## config.mk

```make
export PLATFORM = sky130hd
export DESIGN_NAME = credit_link_tx
export DESIGN_NICKNAME = d
export VERILOG_FILES = /design/src/rtl/credit_link_pkg.sv /design/src/rtl/credit_tx_fifo.sv /design/src/rtl/credit_link_tx.sv
export SDC_FILE = /design/constraint.sdc
export NUM_CORES = 1
export LEC_CHECK = 0
export CAP_MARGIN = 20
export CORE_ASPECT_RATIO = 1.5
export CORE_MARGIN = 1.5
export CORE_UTILIZATION = 55
export CTS_BUF_LIST = sky130_fd_sc_hd__clkbuf_8
export DETAILED_ROUTE_END_ITERATION = 6
export GPL_TIMING_DRIVEN = 0
export PLACE_DENSITY_LB_ADDON = 0.3
export SLEW_MARGIN = 20
export SYNTH_ARGS = -nofsm -noshare
export SYNTH_HDL_FRONTEND = slang
export SYNTH_SLANG_ARGS = --single-unit
```

## constraint.sdc

```tcl
create_clock -name clk -period 7.5 [get_ports clk]
set_clock_uncertainty 0.15 [all_clocks]
set_input_delay 1.5 -clock clk [delete_from_list [all_inputs] [get_ports clk]]
set_output_delay 1.5 -clock clk [all_outputs]
set_load 0.01 [all_outputs]
```

## src/rtl/credit_link_pkg.sv

```systemverilog
// Shared types and default sizing for the credit-based link transmitter.
package credit_link_pkg;

  localparam int unsigned DATA_WIDTH_DEF      = 40;
  localparam int unsigned FIFO_DEPTH_DEF      = 32;
  localparam int unsigned LOG2_FIFO_DEPTH_DEF = 5;
  localparam int unsigned CREDITS_INIT_DEF    = 32;
  localparam int unsigned STALL_LIMIT_DEF     = 1024;

  typedef enum logic [1:0] {
    ST_INIT   = 2'd0,
    ST_ACTIVE = 2'd1,
    ST_STALL  = 2'd2
  } tx_state_e;

  // Credit counter width; one extra bit so a full far-end FIFO's worth of credits fits.
  function automatic int unsigned credit_width(input int unsigned log2_depth);
    return log2_depth + 32'd1;
  endfunction

endpackage

```

## src/rtl/credit_tx_fifo.sv

```systemverilog
// Synchronous local flit buffer with wrap-bit pointers and registered full/empty.
module credit_tx_fifo
  import credit_link_pkg::*;
#(
  parameter int unsigned DATA_WIDTH      = DATA_WIDTH_DEF,
  parameter int unsigned FIFO_DEPTH      = FIFO_DEPTH_DEF,
  parameter int unsigned LOG2_FIFO_DEPTH = LOG2_FIFO_DEPTH_DEF
) (
  input  logic                  clk,
  input  logic                  i_rst_n,
  input  logic                  wr_en,
  input  logic [DATA_WIDTH-1:0] wr_data,
  input  logic                  rd_en,
  output logic [DATA_WIDTH-1:0] head_c,
  output logic                  full,
  output logic                  empty
);

  localparam int unsigned PW = LOG2_FIFO_DEPTH + 1;

  logic [DATA_WIDTH-1:0] mem [FIFO_DEPTH];
  logic [PW-1:0]         wr_ptr;
  logic [PW-1:0]         rd_ptr;
  logic [PW-1:0]         wr_ptr_nxt;
  logic [PW-1:0]         rd_ptr_nxt;
  logic [PW-1:0]         cnt_nxt;
  logic                  wr_ok;
  logic                  rd_ok;

  // Full is judged before any same-cycle pop, so a write while full is always dropped.
  assign wr_ok      = wr_en & ~full;
  assign rd_ok      = rd_en & ~empty;
  assign wr_ptr_nxt = wr_ptr + PW'(wr_ok);
  assign rd_ptr_nxt = rd_ptr + PW'(rd_ok);
  assign cnt_nxt    = wr_ptr_nxt - rd_ptr_nxt;
  assign head_c     = mem[rd_ptr[PW-2:0]];

  // Storage array, write port only.
  always_ff @(posedge clk) begin
    if (wr_ok) begin
      mem[wr_ptr[PW-2:0]] <= wr_data;
    end
  end

  // Pointers and occupancy flags.
  always_ff @(posedge clk or negedge i_rst_n) begin
    if (!i_rst_n) begin
      wr_ptr <= '0;
      rd_ptr <= '0;
      full   <= 1'b0;
      empty  <= 1'b1;
    end else begin
      wr_ptr <= wr_ptr_nxt;
      rd_ptr <= rd_ptr_nxt;
      full   <= (cnt_nxt == PW'(FIFO_DEPTH));
      empty  <= (cnt_nxt == '0);
    end
  end

endmodule

```

## src/rtl/credit_link_tx.sv

```systemverilog
// Credit-gated request-path transmitter: buffers master flits, launches them while credits remain.
module credit_link_tx
  import credit_link_pkg::*;
#(
  parameter int unsigned DATA_WIDTH      = DATA_WIDTH_DEF,
  parameter int unsigned FIFO_DEPTH      = FIFO_DEPTH_DEF,
  parameter int unsigned LOG2_FIFO_DEPTH = LOG2_FIFO_DEPTH_DEF,
  parameter int unsigned CREDITS_INIT    = CREDITS_INIT_DEF,
  parameter int unsigned STALL_LIMIT     = STALL_LIMIT_DEF
) (
  input  logic                     clk,
  input  logic                     i_rst_n,
  input  logic [DATA_WIDTH-1:0]    i_mc_sreq_inbits,
  input  logic                     i_mc_sreq_wen,
  output logic                     o_mc_sreq_fifo_full,
  output logic                     o_mc_sreq_fifo_empty,
  input  logic                     i_link_up,
  input  logic                     i_credit_return,
  output logic                     o_link_valid,
  output logic [DATA_WIDTH-1:0]    o_link_bits,
  output logic [LOG2_FIFO_DEPTH:0] o_credits,
  output logic                     o_overflow,
  output logic                     o_credit_error,
  output logic                     o_stall_timeout
);

  localparam int unsigned CW = credit_width(LOG2_FIFO_DEPTH);
  localparam int unsigned SW = $clog2(STALL_LIMIT + 1);

  tx_state_e             state;
  tx_state_e             state_nxt;
  logic                  send_c;
  logic                  ret_err_c;
  logic                  credits_zero_c;
  logic [CW-1:0]         credits_nxt;
  logic [SW-1:0]         stall_cnt;
  logic [SW-1:0]         stall_cnt_nxt;
  logic [DATA_WIDTH-1:0] fifo_head_c;

  credit_tx_fifo #(
    .DATA_WIDTH      (DATA_WIDTH),
    .FIFO_DEPTH      (FIFO_DEPTH),
    .LOG2_FIFO_DEPTH (LOG2_FIFO_DEPTH)
  ) u_fifo (
    .clk     (clk),
    .i_rst_n (i_rst_n),
    .wr_en   (i_mc_sreq_wen),
    .wr_data (i_mc_sreq_inbits),
    .rd_en   (send_c),
    .head_c  (fifo_head_c),
    .full    (o_mc_sreq_fifo_full),
    .empty   (o_mc_sreq_fifo_empty)
  );

  // Launch decision and credit arithmetic; a return at the ceiling without a send is refused.
  assign credits_zero_c = (o_credits == '0);
  assign send_c         = (state == ST_ACTIVE) & ~o_mc_sreq_fifo_empty & ~credits_zero_c;
  assign ret_err_c      = i_credit_return & ~send_c & (o_credits == CW'(CREDITS_INIT));
  assign credits_nxt    = o_credits - CW'(send_c) + CW'(i_credit_return & ~ret_err_c);

  // State register.
  always_ff @(posedge clk or negedge i_rst_n) begin
    if (!i_rst_n) begin
      state <= ST_INIT;
    end else begin
      state <= state_nxt;
    end
  end

  // Next-state and stall-counter logic; link loss wins over everything.
  always_comb begin
    state_nxt     = state;
    stall_cnt_nxt = '0;
    case (state)
      ST_INIT: begin
        if (i_link_up) state_nxt = ST_ACTIVE;
      end
      ST_ACTIVE: begin
        if (!i_link_up) begin
          state_nxt = ST_INIT;
        end else if (!o_mc_sreq_fifo_empty && credits_zero_c) begin
          state_nxt = ST_STALL;
        end
      end
      ST_STALL: begin
        if (!i_link_up) begin
          state_nxt = ST_INIT;
        end else if (!credits_zero_c) begin
          state_nxt = ST_ACTIVE;
        end
      end
      default: state_nxt = ST_INIT;
    endcase
    if (state == ST_STALL && state_nxt == ST_STALL) begin
      stall_cnt_nxt = (stall_cnt == SW'(STALL_LIMIT)) ? stall_cnt : stall_cnt + SW'(1);
    end
  end

  // Credit and stall counters.
  always_ff @(posedge clk or negedge i_rst_n) begin
    if (!i_rst_n) begin
      o_credits <= CW'(CREDITS_INIT);
      stall_cnt <= '0;
    end else begin
      o_credits <= credits_nxt;
      stall_cnt <= stall_cnt_nxt;
    end
  end

  // Output flit register; bits hold their last value between flits.
  always_ff @(posedge clk or negedge i_rst_n) begin
    if (!i_rst_n) begin
      o_link_valid <= 1'b0;
      o_link_bits  <= '0;
    end else begin
      o_link_valid <= send_c;
      if (send_c) begin
        o_link_bits <= fifo_head_c;
      end
    end
  end

  // Sticky error flags, cleared only by reset.
  always_ff @(posedge clk or negedge i_rst_n) begin
    if (!i_rst_n) begin
      o_overflow      <= 1'b0;
      o_credit_error  <= 1'b0;
      o_stall_timeout <= 1'b0;
    end else begin
      o_overflow      <= o_overflow | (i_mc_sreq_wen & o_mc_sreq_fifo_full);
      o_credit_error  <= o_credit_error | ret_err_c;
      o_stall_timeout <= o_stall_timeout | (stall_cnt_nxt == SW'(STALL_LIMIT));
    end
  end

endmodule

```

==> results.sh, run 1 <==
export IMPL_final_hold_violation_count=0
export IMPL_drt_iter0_drc=3229
export IMPL_synth_warnings=0
export IMPL_crit_required_ns=8.16
export IMPL_grt_max_degree=60
export IMPL_clk_pin_slew_worst_paths_ns=0.07
export IMPL_drt_wl_total_mm=128
export IMPL_grt_pass1_vias=27300
export IMPL_seq_power_share_pct=43.4
export IMPL_wl_per_cell_um=31.5
export IMPL_swShare_pct=31.1
export IMPL_relSlewSlack_pct=23.7
export IMPL_drc=0
export IMPL_setup_tns_ns=0
export IMPL_p_int_mw=14.7
export IMPL_cts_root_buf="clkbuf_8"
export IMPL_synth_area_leaders="edfxtp_1, mux4_2, dfrtp_1"
export IMPL_row_count=137
export IMPL_vias=26200
export IMPL_dr_pass1_iters=6
export IMPL_cts_tree="yes"
export IMPL_max_freq_mhz=177
export IMPL_final_antenna_net_count=0
export IMPL_p_per_area_mw_per_mm2=356
export IMPL_synthXorXnorAreaFrac_pct=0.338
export IMPL_pre_cts_ws_ns=1.82
export IMPL_die_y_um=379
export IMPL_hold_path_class="register to register"
export IMPL_cts_num_sinks=1357
export IMPL_power_frac_comb_pct=31.1
export IMPL_grt_antenna_before_repair=4
export IMPL_netlist_area_leader_share_pct=74.2
export IMPL_finalMaxSlewViolations=0
export IMPL_maxCapViolCount=0
export IMPL_drive_above_1_share_pct=25.1
export IMPL_ys_types=63
export IMPL_postLayoutCoreUtil_pct=64.1
export IMPL_finalCritPeriodShare_pct=75.3
export IMPL_synthCells=2300
export IMPL_grt_pass1_wl_mm=184
export IMPL_die_x_um=254
export IMPL_end_kind="register"
export IMPL_worst_endpoint_arrival_ns=6.31
export IMPL_synth_enable_flop_cells=1280
export IMPL_htree_levels=4
export IMPL_synth_ff_type="edfxtp_1"
export IMPL_period_minus_slack_ns=5.65
export IMPL_fin_area_sq_mm=0.0597
export IMPL_synth_area_sq_mm=0.0518
export IMPL_synth_mux_area_share_pct=14.5
export IMPL_ir_drop_uv=212
export IMPL_synth_compound_area_share_pct=2.81
export IMPL_synth_largest_area_cell="edfxtp_1"
export IMPL_async_reset_ff_share_pct=5.67
export IMPL_timing_hold_ws_ns=0.315
export IMPL_area_growth_pct=15.3
export IMPL_post_place_cells=3713
export IMPL_initial_core_util_pct=55.6
export IMPL_grt_ovfl_total=0
export IMPL_core_sq_mm=0.0932
export IMPL_tightestPinTransition_ns=1.14
export IMPL_ys_ff_latch=1357
export IMPL_rsz0062_at_grt="false"
export IMPL_clk_latency_ns=0.87
export IMPL_synthAdderAreaFrac_pct=0.522
export IMPL_setup_viol=0
export IMPL_hpwl_mm=84.5
export IMPL_fill_cells=5975
export IMPL_path_max_fanout=10
export IMPL_fin_cells=4057
export IMPL_cts_made_buffers=186
export IMPL_ys_seq_area_share_pct=77.9
export IMPL_clockBufferDepth=3
export IMPL_via_per_inst=6.46
export IMPL_synth_top_family_by_area="multiplexers"
export IMPL_place_gp_congestion=0.801
export IMPL_die_area_sq_mm=0.0961
export IMPL_synth_avg_cell_area_sq_um=22.5
export IMPL_leakage_nw=19.5
export IMPL_power_frac_clock_pct=25.6
export IMPL_worst_slack_ns=1.85
export IMPL_cts_setup_buffers=0
export IMPL_track_usage_pct=27.4
export IMPL_io_buffers=96
export IMPL_power_total_mw=21.3
export IMPL_syn_num_nets=2366
export IMPL_post_cts_resized=0
export IMPL_path_class="register to register"
export IMPL_startpoint_type="register"
export IMPL_ctsHoldBuffers=0
export IMPL_placedInstanceArea_sq_mm=0.0562
export IMPL_io_pins=97
export IMPL_final_nets=2717
export IMPL_synthSimpleGateAreaFrac_pct=2.08
export IMPL_power_switching_mw=6.62
export IMPL_status="finished, final reports clean"
## kinds of logic after synthesis
group | Yosys count
compound gates | 231
xor+xnor | 20
fa+ha+maj | 21
buf+inv | 142
flops | 1357
mux | 329
simple gates | 200
## synthesized netlist by cell type, drive strengths merged (2+ instances only)
cell     instances
o22ai          152
dfstp            2
nor2            50
clkbuf          35
nand2b           3
o21a             3
and3             4
edfxtp        1280
xor2            10
o21ai           40
a211o            2
mux2i            9
xnor2           10
ha              20
nor2b            3
a41o             2
nor3             5
or3b             5
a2111oi          2
nand3b          10
or4             37
mux4           320
o211a            2
a22o             3
a21oi            7
a22oi            3
buf             90
or3              4
or2              3
o211ai           2
dfrtp           75
a311oi           3
nand2           51
nand3           15
a21o             2
inv             17
## routing by layer
layer | GRT usage (%) | vias to the layer above | part of all wire [%] | routed length [um]
met5 | 0 | - | 0.0063 | 8
met4 | 12.9 | 2 | 4.7 | 5940
met3 | 6.07 | 320 | 8.2 | 10500
met2 | 45.7 | 1493 | 51 | 65300
met1 | 34.4 | 13800 | 36 | 46000
li1 | - | 10600 | - | -
## worst max-delay path, cell delays in order (launching register included)
cell	delay, ns
dfrtp_1	0.40
inv_1	0.09
ha_1	0.16
nor4bb_1	0.39
clkbuf_1	0.29
or2_2	0.39
clkbuf_1	0.68
clkbuf_1	0.64
inv_1	0.10
ha_1	0.22
ha_1	0.21
nand3_1	0.10
xnor2_1	0.15
inv_1	0.09
ha_1	0.34
or2_2	0.30
a2111oi_0	0.39
o2111ai_1	0.23
o21ba_2	0.27
## power groups by stage
stage	Clock, mW	Sequential, mW	Combinational [mW]
2_1_floorplan	0	9.37	4.05
3_3_place_gp	0	9.41	6.15
3_5_place_dp	0	9.38	6.63
4_1_cts	5.50	9.23	6.66
5_1_grt	5.81	9.27	6.97
6_report	5.44	9.22	6.62
## path summary, 6_finish.rpt
kind,from,to,slack (ns),cells after the start
max,o_credits[2]$_DFF_PN0_,u_fifo.empty$_DFF_PN1_,1.85,18
min,o_overflow$_DFF_PN0_,o_overflow$_DFF_PN0_,0.31,1
max reg2reg,o_credits[2]$_DFF_PN0_,u_fifo.empty$_DFF_PN1_,1.85,18
min reg2reg,o_overflow$_DFF_PN0_,o_overflow$_DFF_PN0_,0.31,1
max in group asynchronous,i_rst_n,o_link_bits[18]$_DFFE_PN0N_,6.19,2
min in group asynchronous,i_rst_n,o_link_bits[5]$_DFFE_PN0N_,0.36,1
## registers in the layout, indices dropped and copies added (netlist names)
register         count
o_link_bits         40
u_fifo.full          1
o_stall_timeout      1
u_fifo.mem        1280
u_fifo.rd_ptr        6
state                2
stall_cnt           11
u_fifo.wr_ptr        6
u_fifo.empty         1
o_credit_error       1
o_link_valid         1
o_overflow           1
o_credits            6
## cell usage in the layout (no fill, tap or decap), types with 41 or more instances in the layout
master	count
buf_12	41
clkbuf_8	202
clkinv_1	45
inv_1	76
buf_2	56
o22ai_1	152
nand2_1	51
edfxtp_1	1280
clkdlybuf4s50_1	92
dfrtp_1	75
mux4_1	60
mux4_2	260
## final cells by class
class | instances | area (sq um) | share of cell area (%)
well taps | 1251 | 1570 | 2.62
repair buffers | 163 | 2540 | 4.26
diodes | 3 | 7.51 | 0.0126
multi-input cells | 801 | 10700 | 18.0
plain buffers | 125 | 886 | 1.48
clock inverters | 138 | 793 | 1.33
clock buffers | 202 | 2780 | 4.65
flip-flops and latches | 1357 | 40400 | 67.6
inverters | 17 | 63.8 | 0.107
Note: power is estimated with default switching activity, not from simulation.
==> run 2, diff against run 1 <==
- clock period: 7.5 -> 5.84 ns (I/O delays scaled with it)
==> run 2 against run 1 <==
First-iteration DRC count shrank 1.5%; largest power group unchanged; total power grew 28%; highest routed layer unchanged; the run now ends with design-rule violations left; sequential power grew 28%; count of clock-buffer cells in the layout is the same.
==> results.sh, run 2 (synthesis gave the netlist of run 1 again) <==
export IMPL_largest_reg_flops=1280
export IMPL_postLayoutCoreUtil_pct=64.1
export IMPL_hpwl_mm=84.5
export IMPL_fill_cells=5977
export IMPL_crit_slowest_cell="clkbuf_1"
export IMPL_leakage_nw=19.5
export IMPL_relSlewSlack_pct=21.1
export IMPL_drive_above_1_share_pct=25.1
export IMPL_cts_num_sinks=1357
export IMPL_crit_top_cell="ha_1"
export IMPL_tightestPinTransition_ns=1.18
export IMPL_p_per_area_mw_per_mm2=457
export IMPL_clk_latency_ns=0.87
export IMPL_grt_max_degree=60
export IMPL_cts_root_buf="clkbuf_8"
export IMPL_period_minus_slack_ns=5.18
export IMPL_max_stage_delay_ns=0.65
export IMPL_max_freq_mhz=193
export IMPL_power_total_mw=27.3
export IMPL_path_max_fanout=12
export IMPL_seq_power_share_pct=43.4
export IMPL_crit_required_ns=6.50
export IMPL_cts_made_buffers=186
export IMPL_regArea_sq_mm=0.0404
export IMPL_track_usage_pct=27.4
export IMPL_reg2reg_to="u_fifo.empty$_DFF_PN1_"
export IMPL_grt_pass1_wl_mm=184
export IMPL_path_class="register to register"
export IMPL_hold_path_depth=1
export IMPL_reg2regPathDepth=17
export IMPL_startpoint_type="register"
export IMPL_final_nets=2717
export IMPL_violations="design-rule violations"
export IMPL_clk_pin_slew_worst_paths_ns=0.06
export IMPL_drc=1
export IMPL_core_sq_mm=0.0932
export IMPL_layout_commonest_cell="edfxtp_1"
export IMPL_ir_drop_uv=272
export IMPL_io_pins=97
export IMPL_die_y_um=379
export IMPL_drt_iter0_drc=3181
export IMPL_area_growth_pct=15.3
export IMPL_place_gp_congestion=0.801
export IMPL_p_int_mw=18.8
export IMPL_grt_pass1_vias=27300
export IMPL_worstPathCellList="inv_1 -> ha_1 -> nor4bb_1 -> clkbuf_1 -> or2_2 -> clkbuf_1 -> inv_1 -> ha_1 -> ha_1 -> nand3_1 -> xnor2_1 -> inv_1 -> ha_1 -> or2_2 -> a2111oi_0 -> o2111ai_1 -> o21ba_2"
export IMPL_multi_input_area_sq_mm=0.0107
export IMPL_min_from="o_overflow$_DFF_PN0_"
export IMPL_reg2reg_setup_slack_ns=0.66
export IMPL_finalMaxSlewViolations=0
export IMPL_final_antenna_net_count=0
export IMPL_power_switching_mw=8.50
export IMPL_power_frac_comb_pct=31.1
export IMPL_grt_ovfl_total=0
export IMPL_initial_core_util_pct=55.6
export IMPL_row_count=137
export IMPL_die_area_sq_mm=0.0961
export IMPL_worstReg2RegStart="o_credits[2]$_DFF_PN0_"
export IMPL_maxCapViolCount=0
export IMPL_rsz0062_at_grt="false"
export IMPL_die_x_um=254
export IMPL_status="finished with violations"
export IMPL_cts_tree="yes"
export IMPL_vias=26200
export IMPL_dr_pass1_iters=7
export IMPL_setup_viol=0
export IMPL_power_frac_clock_pct=25.6
export IMPL_wl_per_cell_um=31.5
export IMPL_worst_hold_path_endpoint="o_overflow$_DFF_PN0_"
export IMPL_swShare_pct=31.1
export IMPL_cts_setup_buffers=0
export IMPL_finalCritPeriodShare_pct=88.6
export IMPL_worst_endpoint_arrival_ns=5.84
export IMPL_clockBufferDepth=3
export IMPL_htree_levels=4
export IMPL_grt_antenna_before_repair=4
export IMPL_final_hold_violation_count=0
export IMPL_hold_path_class="register to register"
export IMPL_final_cell_mix="edfxtp_1, mux4_2, clkbuf_8, o22ai_1, clkdlybuf4s50_1"
export IMPL_end_kind="register"
export IMPL_io_buffers=96
export IMPL_drt_wl_total_mm=128
export IMPL_via_per_inst=6.47
==> run 2: repair_timing <==
item | in CTS | in global routing
hold buffers | 1 | 0
gates resized for setup | 0 | 0
endpoints found under the hold margin | 18 | 0
endpoints found under the setup margin | 0 | 2
==> run 2: stage by stage <==
stage / instances / hold WS, ns / area, sq um / TNS [ns] / setup WS (ns)
2_1_floorplan: 2300 / 0.343 / 51800 / 0 / 1.48
5_1_grt: 4056 / 0.336 / 59700 / 0 / 0.309
3_3_place_gp: 3647 / 0.290 / 54300 / -1321.82 / -1.54
4_1_cts: 4054 / 0.317 / 59800 / 0 / 0.152
3_5_place_dp: 3713 / 0.302 / 56200 / 0 / 0.164
6_report: 4057 / 0.315 / 59800 / 0 / 0.664
==> run 2: area by class of cell <==
cell class	count	area share, %
sequential	1357	67.6
multi-input combinational	801	18.0
clock buffer	202	4.65
timing repair buffer	164	4.27
tap	1251	2.62
buffer	124	1.48
clock inverter	138	1.33
inverter	17	0.107
antenna	3	0.0126
==> run 2: worst max path at each step <==
stage | start | endpoint | slack (ns) | cells after the start
floorplan | i_mc_sreq_wen | u_fifo.mem[12][0]$_DFFE_PP_ | 1.48 | 5
global placement | i_mc_sreq_wen | u_fifo.mem[12][29]$_DFFE_PP_ | -1.54 | 6
detailed placement | o_credits[2]$_DFF_PN0_ | u_fifo.empty$_DFF_PN1_ | 0.16 | 18
CTS | o_credits[2]$_DFF_PN0_ | u_fifo.empty$_DFF_PN1_ | 0.15 | 18
global route | o_credits[3]$_DFF_PN0_ | u_fifo.empty$_DFF_PN1_ | 0.31 | 17
finish | o_credits[2]$_DFF_PN0_ | u_fifo.empty$_DFF_PN1_ | 0.66 | 17
==> run 2: critical path, delay by kind of cell (launching register included) <==
kind            cells  cell delay (ns)
xor+xnor            1             0.15
fa+ha+maj           4             0.93
simple gates        4             1.36
flops               1             0.40
compound gates      3             0.91
buf+inv             5             1.22
==> run 2: power groups by stage <==
stage / sequential, mW / clock (mW) / combinational (mW)
final: 11.8 / 6.98 / 8.49
after global routing: 11.9 / 7.46 / 8.95
after CTS: 11.9 / 7.07 / 8.55
after detailed placement: 12.0 / 0 / 8.51
after global placement: 12.1 / 0 / 7.89
after floorplan: 12.0 / 0 / 5.20
==> run 2: metal layers <==
layer  up-vias  global-route usage, %  part of all wire, %
met5         -                      0               0.0063
met4         2                   12.9                  4.6
met3       315                   6.07                  8.3
met2      1489                   45.7                   51
met1     13900                   34.4                   36
li1      10600                      -                    -
==> run 3, diff against run 2 <==
==> constraint.sdc (replaced) <==
create_clock -name clk -period 5.84 [get_ports clk]
set_clock_uncertainty 0.15 [all_clocks]
set_input_delay 0.584 -clock clk [delete_from_list [all_inputs] [get_ports clk]]
set_output_delay 0.584 -clock clk [all_outputs]
set_load 0.01 [all_outputs]
==> run 3 against run 2 <==
The flow now finishes without violations; final cell count unchanged; flip-flop and latch count unchanged; worst hold slack got worse by 0.24 ns; cell area about the same; non-clock buffer count increased by 1; via count decreased by 0.34%; critical path depth unchanged; combinational power about the same; die area unchanged; sequential power about the same; global-route usage about the same; critical path type unchanged; critical endpoint unchanged.
==> results.sh, run 3 (synthesis gave the netlist of run 1 again) <==
export IMPL_max_freq_mhz=195
export IMPL_die_y_um=379
export IMPL_grt_pass1_wl_mm=184
export IMPL_grt_antenna_before_repair=4
export IMPL_grt_max_degree=60
export IMPL_rsz0062_at_grt="false"
export IMPL_tightestPinTransition_ns=1.17
export IMPL_grt_pass1_vias=27300
export IMPL_fin_area_sq_mm=0.0598
export IMPL_p_per_area_mw_per_mm2=457
export IMPL_finalCritPeriodShare_pct=88.0
export IMPL_regArea_sq_mm=0.0404
export IMPL_relSlewSlack_pct=21.6
export IMPL_path_max_fanout=12
export IMPL_setup_viol=0
export IMPL_leakage_nw=19.5
export IMPL_final_antenna_net_count=0
export IMPL_clk_pin_slew_worst_paths_ns=0.07
export IMPL_die_x_um=254
export IMPL_end_kind="register"
export IMPL_pre_cts_ws_ns=0.164
export IMPL_grt_ovfl_total=0
export IMPL_drive_above_1_share_pct=25.1
export IMPL_maxCapViolCount=0
export IMPL_area_growth_pct=15.3
export IMPL_place_gp_congestion=0.801
export IMPL_io_buffers=96
export IMPL_final_hold_violation_count=0
export IMPL_largest_reg_flops=1280
export IMPL_dr_pass1_iters=6
export IMPL_crit_slowest_cell="clkbuf_1"
export IMPL_cts_tree="yes"
export IMPL_row_count=137
export IMPL_placedInstanceArea_sq_mm=0.0562
export IMPL_crit_required_ns=6.51
export IMPL_worst_endpoint_arrival_ns=5.81
export IMPL_final_nets=2718
export IMPL_cts_made_buffers=186
export IMPL_wl_per_cell_um=31.4
export IMPL_cts_root_buf="clkbuf_8"
export IMPL_drt_wl_total_mm=128
export IMPL_cts_num_sinks=1357
export IMPL_die_area_sq_mm=0.0961
export IMPL_startpoint_type="register"
export IMPL_via_per_inst=6.44
export IMPL_multi_input_area_sq_mm=0.0107
export IMPL_vias=26100
export IMPL_setup_tns_ns=0
export IMPL_hold_path_depth=1
export IMPL_max_stage_delay_ns=0.64
export IMPL_hpwl_mm=84.5
export IMPL_ir_drop_uv=274
export IMPL_final_cell_mix="edfxtp_1, mux4_2, clkbuf_8, o22ai_1, clkdlybuf4s50_1"
export IMPL_reg2regPathDepth=17
export IMPL_clk_latency_ns=0.88
export IMPL_cts_setup_buffers=0
export IMPL_clockBufferDepth=3
export IMPL_io_pins=97
export IMPL_worstPathCellList="inv_1 -> ha_1 -> nor4bb_1 -> clkbuf_1 -> or2_2 -> clkbuf_1 -> inv_1 -> ha_1 -> ha_1 -> nand3_1 -> xnor2_1 -> inv_1 -> ha_1 -> or2_2 -> a2111oi_0 -> o2111ai_1 -> o21ba_2"
export IMPL_finalMaxSlewViolations=0
export IMPL_htree_levels=4
export IMPL_layout_commonest_cell="edfxtp_1"
export IMPL_worst_slack_ns=0.701
export IMPL_core_sq_mm=0.0932
export IMPL_crit_top_cell="ha_1"
export IMPL_initial_core_util_pct=55.6
export IMPL_postLayoutCoreUtil_pct=64.1
export IMPL_track_usage_pct=27.4
export IMPL_drt_iter0_drc=3266
export IMPL_status="finished, final reports clean"
export IMPL_hold_path_class="input port to register"
export IMPL_path_class="register to register"
export IMPL_fill_cells=5976
export IMPL_period_minus_slack_ns=5.14
export IMPL_drc=0
run 3: stage by stage:
| step | cells | power (mW) | hold slack [ns] |
|---|---|---|---|
| 3_5_place_dp | 3713 | 20.6 | 0.302 |
| 4_1_cts | 4055 | 27.5 | 0.0251 |
| 5_1_grt | 4057 | 28.3 | 0.0716 |
| 3_3_place_gp | 3647 | 20.0 | 0.290 |
| 2_1_floorplan | 2300 | 17.2 | 0.138 |
| 6_report | 4057 | 27.3 | 0.0768 |
run 3: worst max-delay path: cells and delay by family, from the launching register on:
kind | cells | cell delay [ns]
and+or+nand+nor | 4 | 1.36
buffers and inverters | 5 | 1.21
adders and majority gates | 4 | 0.94
AOI/OAI and AO/OA | 3 | 0.88
DFF | 1 | 0.40
xor gates and xnor gates | 1 | 0.15
run 3: where the power goes:
| group | switching [mW] | total, mW | leakage [nW] | internal [mW] |
|---|---|---|---|---|
| Sequential | 0.309 | 11.8 | 12.5 | 11.5 |
| Combinational | 4.72 | 8.49 | 5.00 | 3.77 |
| Clock | 3.47 | 6.98 | 2.04 | 3.51 |
run 3: area by class of cell:
class	count	area share, %
Sequential cell	1357	67.5
Multi-Input combinational cell	801	18.0
Clock buffer	202	4.65
Timing Repair Buffer	165	4.30
Tap cell	1251	2.62
Buffer	124	1.48
Clock inverter	138	1.33
Inverter	17	0.107
Antenna cell	2	0.00837
run 3: what timing repair did:
| item | CTS | global route |
|---|---|---|
| setup endpoints to repair | 0 | 2 |
| hold buffers | 2 | 0 |
| hold endpoints to repair | 75 | 0 |
| gates resized for setup | 0 | 0 |
run 3: final timing paths:
path | from | endpoint | slack [ns]
worst max register to register | o_credits[2]$_DFF_PN0_ | u_fifo.empty$_DFF_PN1_ | 0.70
worst max-delay path | o_credits[2]$_DFF_PN0_ | u_fifo.empty$_DFF_PN1_ | 0.70
worst min register to register | o_overflow$_DFF_PN0_ | o_overflow$_DFF_PN0_ | 0.31
min in group asynchronous | i_rst_n | o_link_bits[5]$_DFFE_PN0N_ | 0.10
worst min-delay path | i_mc_sreq_inbits[27] | u_fifo.mem[23][27]$_DFFE_PP_ | 0.08
max in group asynchronous | i_rst_n | o_link_bits[18]$_DFFE_PN0N_ | 5.06
run 3: routing by layer:
layer  up-vias  part of all wire [%]  track usage (%)
met1     13800                    36             34.4
met3       326                   8.1             6.07
met2      1474                    51             45.7
met4         4                   4.7             12.9
met5         -                 0.018                0
li1      10600                     -                -
